$ cat src/rtl/window_mac5_acc_pkg.sv
// window_mac5_acc_pkg: shared FSM states, fixed-point defaults and saturating round helper
package window_mac5_acc_pkg;
  typedef enum logic [1:0] {IDLE, ACCUM, DRAIN, OUT} state_t;
  localparam int DEF_WORD_WIDTH = 16;
  localparam int DEF_FRAC_BITS = 8;
  // round half up by frac bits, then clamp to a signed ww-bit range
  function automatic logic signed [63:0] sat_round(input logic signed [63:0] a, input int frac, input int ww);
    logic signed [63:0] r, hi, lo;
    r = (a + (64'sd1 <<< (frac - 1))) >>> frac;
    hi = (64'sd1 <<< (ww - 1)) - 64'sd1;
    lo = -hi - 64'sd1;
    return r > hi ? hi : r < lo ? lo : r;
  endfunction
endpackage

$ cat src/rtl/window_mac5_acc_mac5_pipe.sv
// mac5_pipe: five signed multipliers and adder tree with registered product and sum stages
module mac5_pipe
  import window_mac5_acc_pkg::*;
#(
  parameter int WORD_WIDTH = DEF_WORD_WIDTH
) (
  input  logic                          clk,
  input  logic                          rst,
  input  logic                          in_valid,
  input  logic signed [WORD_WIDTH-1:0]  data [5],
  input  logic signed [WORD_WIDTH-1:0]  weight [5],
  output logic                          sum_valid,
  output logic signed [2*WORD_WIDTH+2:0] sum
);
  localparam int PW = 2 * WORD_WIDTH;
  localparam int SW = PW + 3;
  logic signed [PW-1:0] prod [5];
  logic prod_valid;
  always_ff @(posedge clk)
    if (rst) begin
      prod_valid <= 1'b0;
      sum_valid <= 1'b0;
      sum <= '0;
      for (int i = 0; i < 5; i++) prod[i] <= '0;
    end else begin
      prod_valid <= in_valid;
      sum_valid <= prod_valid;
      if (in_valid) for (int i = 0; i < 5; i++) prod[i] <= PW'(data[i]) * PW'(weight[i]);
      if (prod_valid) sum <= SW'(prod[0]) + SW'(prod[1]) + SW'(prod[2]) + SW'(prod[3]) + SW'(prod[4]);
    end
endmodule

$ cat src/rtl/window_mac5_acc.sv
// window_mac5_acc: 5-tap weighted window MAC accumulated over acc_len windows, rounded and saturated
module window_mac5_acc
  import window_mac5_acc_pkg::*;
#(
  parameter int WORD_WIDTH = DEF_WORD_WIDTH,
  parameter int FRAC_BITS  = DEF_FRAC_BITS,
  parameter int CNT_WIDTH  = 8,
  parameter int ACC_WIDTH  = 2 * WORD_WIDTH + CNT_WIDTH + 3
) (
  input  logic                  clk,
  input  logic                  rst,
  input  logic                  w_load,
  input  logic [2:0]            w_idx,
  input  logic [WORD_WIDTH-1:0] w_data,
  input  logic                  start,
  input  logic [CNT_WIDTH-1:0]  acc_len,
  input  logic                  in_valid,
  input  logic [WORD_WIDTH-1:0] data_in_0,
  input  logic [WORD_WIDTH-1:0] data_in_1,
  input  logic [WORD_WIDTH-1:0] data_in_2,
  input  logic [WORD_WIDTH-1:0] data_in_3,
  input  logic [WORD_WIDTH-1:0] data_in_4,
  output logic                  busy,
  output logic                  out_valid,
  output logic [WORD_WIDTH-1:0] out_data
);
  state_t state, state_nx;
  logic signed [WORD_WIDTH-1:0] weight [5];
  logic signed [WORD_WIDTH-1:0] window [5];
  logic [CNT_WIDTH-1:0] len, cnt;
  logic drain_cnt;
  logic sum_valid;
  logic signed [2*WORD_WIDTH+2:0] sum;
  logic signed [ACC_WIDTH-1:0] acc;
  logic accept, last, go;
  assign window = '{data_in_0, data_in_1, data_in_2, data_in_3, data_in_4};
  assign go = state == IDLE && start && acc_len != '0;
  assign accept = state == ACCUM && in_valid;
  assign last = accept && cnt + CNT_WIDTH'(1) == len;
  assign busy = state != IDLE;
  mac5_pipe #(.WORD_WIDTH(WORD_WIDTH)) u_pipe (
    .clk(clk),
    .rst(rst),
    .in_valid(accept),
    .data(window),
    .weight(weight),
    .sum_valid(sum_valid),
    .sum(sum)
  );
  always_comb begin
    state_nx = state;
    case (state)
      IDLE:  state_nx = go ? ACCUM : IDLE;
      ACCUM: state_nx = last ? DRAIN : ACCUM;
      DRAIN: state_nx = drain_cnt ? OUT : DRAIN;
      OUT:   state_nx = IDLE;
      default: state_nx = IDLE;
    endcase
  end
  always_ff @(posedge clk)
    if (rst) begin
      state <= IDLE;
      len <= '0;
      cnt <= '0;
      drain_cnt <= 1'b0;
      acc <= '0;
      out_valid <= 1'b0;
      out_data <= '0;
      for (int i = 0; i < 5; i++) weight[i] <= '0;
    end else begin
      state <= state_nx;
      out_valid <= state == OUT;
      if (state == IDLE && w_load && w_idx < 3'd5) weight[w_idx] <= w_data;
      if (go) begin
        len <= acc_len;
        cnt <= '0;
        acc <= '0;
      end else if (sum_valid) acc <= acc + ACC_WIDTH'(sum);
      if (accept) cnt <= cnt + CNT_WIDTH'(1);
      drain_cnt <= state == DRAIN && !drain_cnt;
      if (state == OUT) out_data <= WORD_WIDTH'(sat_round(64'(acc), FRAC_BITS, WORD_WIDTH));
    end
endmodule

$ cat config.mk
export PLATFORM = sky130hd
export DESIGN_NAME = window_mac5_acc
export DESIGN_NICKNAME = d
export VERILOG_FILES = /design/src/rtl/window_mac5_acc_pkg.sv /design/src/rtl/window_mac5_acc_mac5_pipe.sv /design/src/rtl/window_mac5_acc.sv
export SDC_FILE = /design/constraint.sdc
export NUM_CORES = 2
export LEC_CHECK = 0
export ABC_AREA = 0
export CAP_MARGIN = 5
export CORE_ASPECT_RATIO = 0.5
export CORE_UTILIZATION = 35
export CTS_CLUSTER_DIAMETER = 200
export DETAILED_ROUTE_END_ITERATION = 6
export GPL_ROUTABILITY_DRIVEN = 0
export HOLD_SLACK_MARGIN = 0.1
export PLACE_DENSITY = 0.62
export SYNTH_ARGS = -nofsm -noshare
export SYNTH_HDL_FRONTEND = slang
export SYNTH_SLANG_ARGS = --single-unit
$ cat constraint.sdc
create_clock -name clk -period 19.9 [get_ports clk]
set_input_delay 3.98 -clock clk [delete_from_list [all_inputs] [get_ports clk]]
set_output_delay 3.98 -clock clk [all_outputs]
set_load 0.01 [all_outputs]
### Word-level counts from Yosys, hierarchy flattened

Memory sizes are Yosys's and may differ from the RTL's.
Cells that the tools add are included.
Widths: inputs -> output; s select.

* add/sub/neg operators: 7
* multiply operators: 5
* $lt $le $gt $ge: 5
* eq/ne operators: 4
* muxes and demuxes: 21
* bitwise operators: 6
* reductions and logical operators: 14

Operators by type and width (count)
* $mul 16x16->32: 5
* $mux 32: 5
* $bwmux 80: 1
* $add 35x32->35: 2
* $demux 16 s3: 1
* $mux 16: 3
* $add 43x9->44 const B: 1
* $add 43x35->43: 1
* $gt 36x16->1 const B: 1
* $lt 36x16->1 const B: 1
* $add 33x32->34: 1
* $add 32x32->33: 1
* $mux 8: 2
* $add 8x1->8 const B: 1
* $eq 8x8->1: 1
* $logic_and 1x1->1: 8
* $pmux 2 s4: 1
* $reduce_bool 8->1: 1
* $mux 1: 7
* $or 1x1->1: 5
* $eq 2x2->1 const B: 2
* $ge 4x4->1 const B: 1
* $lt 4x1->1 const B: 1
* $not 3->4: 1
* 7 further kinds: 8

* register bits: 196
* RAM bits: 160
* bits of input ports: 112
* output and inout bits: 18
* word-level logic and storage cells: 78
* memories: 1

Memory list
* u_pipe.prod: depth 5, width 32, rd ports 5, clocked after Yosys merged registers in 0, write ports 5, line window_mac5_acc_mac5_pipe.sv:17 `logic signed [PW-1:0] prod [5];`

### Depth between registers and ports, before layout

* word-level depth: 6
* mapped depth: 27
* gate-level depth less buffers: 26

### By module

A second synthesis with hierarchy kept.

* cells, all modules: 7242
* area, all modules: 68015.2 um^2

Modules (own cells, without submodules)
* mac5_pipe: times used 1, cells each 6113, area each 59021.6 um^2, seq. area each 5545.3 um^2
* window_mac5_acc: times used 1, cells each 1129, area each 8993.6 um^2, seq. area each 3183.1 um^2

### Worst setup path after synthesis

No wires, ideal clock.

* path kind: input -> register
* from: input port data_in_3[7]
* to: memory u_pipe.prod[3][31] (netlist bit) (data pin)
* library setup time: 0.266 ns
* arrival time: 9.706 ns
* data required time: 19.634 ns
* path slack: 9.928 ns
* stages on the path: 24
* buffers on the path: 1
* cell sequence: clkbuf_1 > nand2_1 > fa_1 > inv_1 > fa_1 > inv_1 > fa_1 > inv_1 > fa_1 > fa_1 > inv_1 > fa_1 > inv_1 > ha_1 > a21oi_1 > o21ai_0 > a21o_1 > a21oi_1 > o21ai_0 > a221o_1 > a2111oi_0 > o21bai_1 > xnor2_1 > nor2_1

RTL lines
* start, declared: line window_mac5_acc.sv:21 `input logic [WORD_WIDTH-1:0] data_in_3,`
* end, declared: line window_mac5_acc_mac5_pipe.sv:17

==> flow_metrics.py <==
metrics = {
    "clock_network": {
        "cts_sinks": 356,
        "clock_tree.buffer_depth": 3,
        "cts_buffers": 42,
        "clkLatencyLatePin_ns": 0.62,
        "postCtsHoldBufs": 0,
        "cts_tree": "yes",
        "h-tree-depth": 2,
        "cts_setup_buffers": 0,
        "clk_pin_slew_ns": 0.06,
        "root_buffer": "clkbuf_16",
        "cts_resized": 0,
    },
    "synthesis": {
        "synth_ff_type": "dfxtp_1",
        "synth_largest_area_cell": "fa_1",
        "synth.area.top_cells": "fa_1, ha_1, inv_1, edfxtp_1, and2_1",
        "synth-simple-area-share": 0.164,
        "async_flop_share": 0,
        "ys_warn_count": 0,
        "synthesis.nets": 9511,
        "synth_cell_types": 85,
        "synth_seq_cells": 356,
        "syn-cell-area_um2": 69100,
        "synth_compound_area_frac": 0.0720,
        "synth.yosys.seq_area_share": 0.126,
        "synthMuxAreaShare": 0.0102,
        "synthAdderAreaFrac": 0.494,
        "synth_xor_area_frac": 0.0354,
        "synth_area_per_cell_um2": 9.21,
        "netlist.area_leader.share": 0.400,
        "synth_cells": 7501,
        "synth_top_family_by_area": "adder cells",
        "synth-edff-count": 160,
    },
    "floorplanning": {
        "initial_core_util": 0.355,
        "pin_count": 130,
        "core-area_um2": 195000,
        "fp.dieH_um": 316,
        "dieArea_um2": 199000,
        "rows": 114,
        "die_w_um": 630,
    },
    "pwr": {
        "sequentialPowerShare": 0.291,
        "internal_power_w": 0.00175,
        "pwr-share-clk": 0.280,
        "p_comb_frac": 0.429,
        "switching_share": 0.406,
        "p_sw_w": 0.00119,
        "vdd_drop_max_v": 0.0000505,
        "p_leak_nw": 36.4,
        "power_density_nw_per_um2": 39.6,
    },
    "sta": {
        "setup_viol": 0,
        "final-hold-violation-count": 0,
        "setup_slack_ns": 9.18,
        "rsz0062_at_grt": "false",
        "min_period_ns": 10.72,
        "timing.slew.headroom": 0.239,
        "skew_ns": 0.0337,
        "setup-tns-final_ns": 0,
        "fin_crit_sh": 0.539,
        "worstMarginPinSlew_ns": 1.14,
        "slew_viol_final": 0,
        "fin_hold_ws_ns": 0.429,
        "fmax_ghz": 0.0933,
    },
    "placed_design": {
        "place_area_um2": 72800,
        "place_ws_ns": 8.68,
        "dp.cells": 10000,
        "numPortBuffers": 129,
        "dp_hpwl_mm": 147,
    },
    "cells_and_area": {
        "postLayoutCellArea_um2": 74300,
        "syn2layout_area_growth_pct": 7.58,
        "drive_above_1_share": 0.0206,
        "final_nets": 9445,
        "layout_commonest_cell": "inv_1",
        "final_cell_mix": "inv_1, fa_1, nand2_1, and2_1, ha_1",
        "finalNonFillerCells": 10100,
    },
    "worst_setup_path": {
        "worstPathRequired_ns": 20.24,
        "critPathLaunchType": "input port",
        "critical_path_class": "in -> reg",
        "crit_arrival_ns": 11.05,
        "rrSetupSlack_ns": 12.47,
        "endpoint_kind": "flop",
        "worst-path-max-fanout": 16,
    },
    "global_routing": {
        "track_usage": 0.186,
        "grt_pass1_vias": 51500,
        "antenna_found_initial": 17,
        "grt_pass1_wl_mm": 290,
        "overflow": 0,
        "grt_max_degree": 79,
    },
    "routing": {
        "vias_per_cell": 4.91,
        "via_count": 49500,
        "routed_wl_mm": 181,
        "ant_nets": 0,
        "remaining_drc_errors": 0,
        "firstDrtPassIters": 6,
        "dr.first_iter.drc_count": 3597,
        "wire_per_inst_um": 18.0,
    },
    "min_path": {
        "hold_class": "reg -> reg",
    },
    "job": {
        "max_cap_violations": 0,
    },
    "run_status": {
        "status": "completed",
    },
}
power groups by stage:
stage               sequential, W  combinational [W]  clock (W)
finish                   0.000855            0.00126   0.000824
CTS                      0.000853            0.00123   0.000840
floorplan                0.000834           0.000854          0
detailed placement       0.000868            0.00122          0
global placement         0.000868            0.00121          0
global route             0.000856            0.00138   0.000867
state kept, by name, indices dropped and copies added (netlist names), 2 cells and up:
signal	count
u_pipe.prod	160
weight	80
acc	43
u_pipe.sum	35
out_data	16
cnt	8
len	8
state	2
per-layer routing:
metal | track usage | vias up | share of wire
met3 | 0.0377 | 277 | 0.072
met2 | 0.302 | 1303 | 0.46
met1 | 0.252 | 25100 | 0.44
met5 | 0 | - | 0.00044
met4 | 0.0572 | 12 | 0.032
li1 | - | 22900 | -
cell usage after synthesis, types with 34 or more instances:
master	instances
and2_1	643
nand2_1	880
nand2b_1	64
nor2_1	393
a21o_1	129
mux2i_1	66
o21a_1	34
nor3_1	63
xnor2_1	174
a21oi_1	277
inv_1	1524
fa_1	1379
edfxtp_1	160
xor2_1	105
dfxtp_1	196
o21ai_0	128
nand3_1	70
ha_1	519
and3_1	41
clkbuf_1	255
worst paths after layout:
check / startpoint / to / cells past startpoint
worst max-delay path: data_in_2[15] / u_pipe.prod[2][31] / 21
worst min-delay path: drain_cnt / drain_cnt / 1
worst max register to register: weight[34] / u_pipe.prod[2][31] / 20
worst min register to register: drain_cnt / drain_cnt / 1
critical path, cell delays in order:
cell	delay, ns
clkdlybuf4s50_1	0.88
nand2_1	0.21
inv_1	0.19
fa_1	0.55
fa_1	0.57
inv_1	0.31
fa_1	0.51
fa_1	0.57
fa_1	0.43
fa_1	0.49
inv_1	0.04
ha_1	0.33
a21o_1	0.18
a21o_1	0.20
o21ai_0	0.23
nand2_1	0.10
o21ai_0	0.50
a21oi_1	0.19
o41ai_1	0.36
xnor2_1	0.18
nor2_1	0.06
per-stage QoR:
stage | power [W] | utilization
floorplan | 0.00169 | -
global route | 0.00310 | 0.382
finish | 0.00294 | 0.382
detailed placement | 0.00209 | 0.374
global placement | 0.00208 | 0.374
CTS | 0.00292 | 0.382
kinds of logic after synthesis:
family | after synthesis
AND/OR/NAND/NOR | 2321
adder cells (fa/ha/maj) | 1898
buffers and inverters | 1793
AO/OA/AOI/OAI | 784
flip-flops | 356
XOR/XNOR | 279
multiplexers | 70
cell type report:
type | instances | area [um^2]
flip-flops and latches | 356 | 8730
diodes | 8 | 20.0
clock inverters | 26 | 297
inverters | 1525 | 5720
clock buffers | 51 | 1150
multi-input cells | 5352 | 53600
fillers | 19600 | 120000
repair buffers | 158 | 1510
well taps | 2610 | 3270
Note: power is estimated with default switching activity, not from simulation.
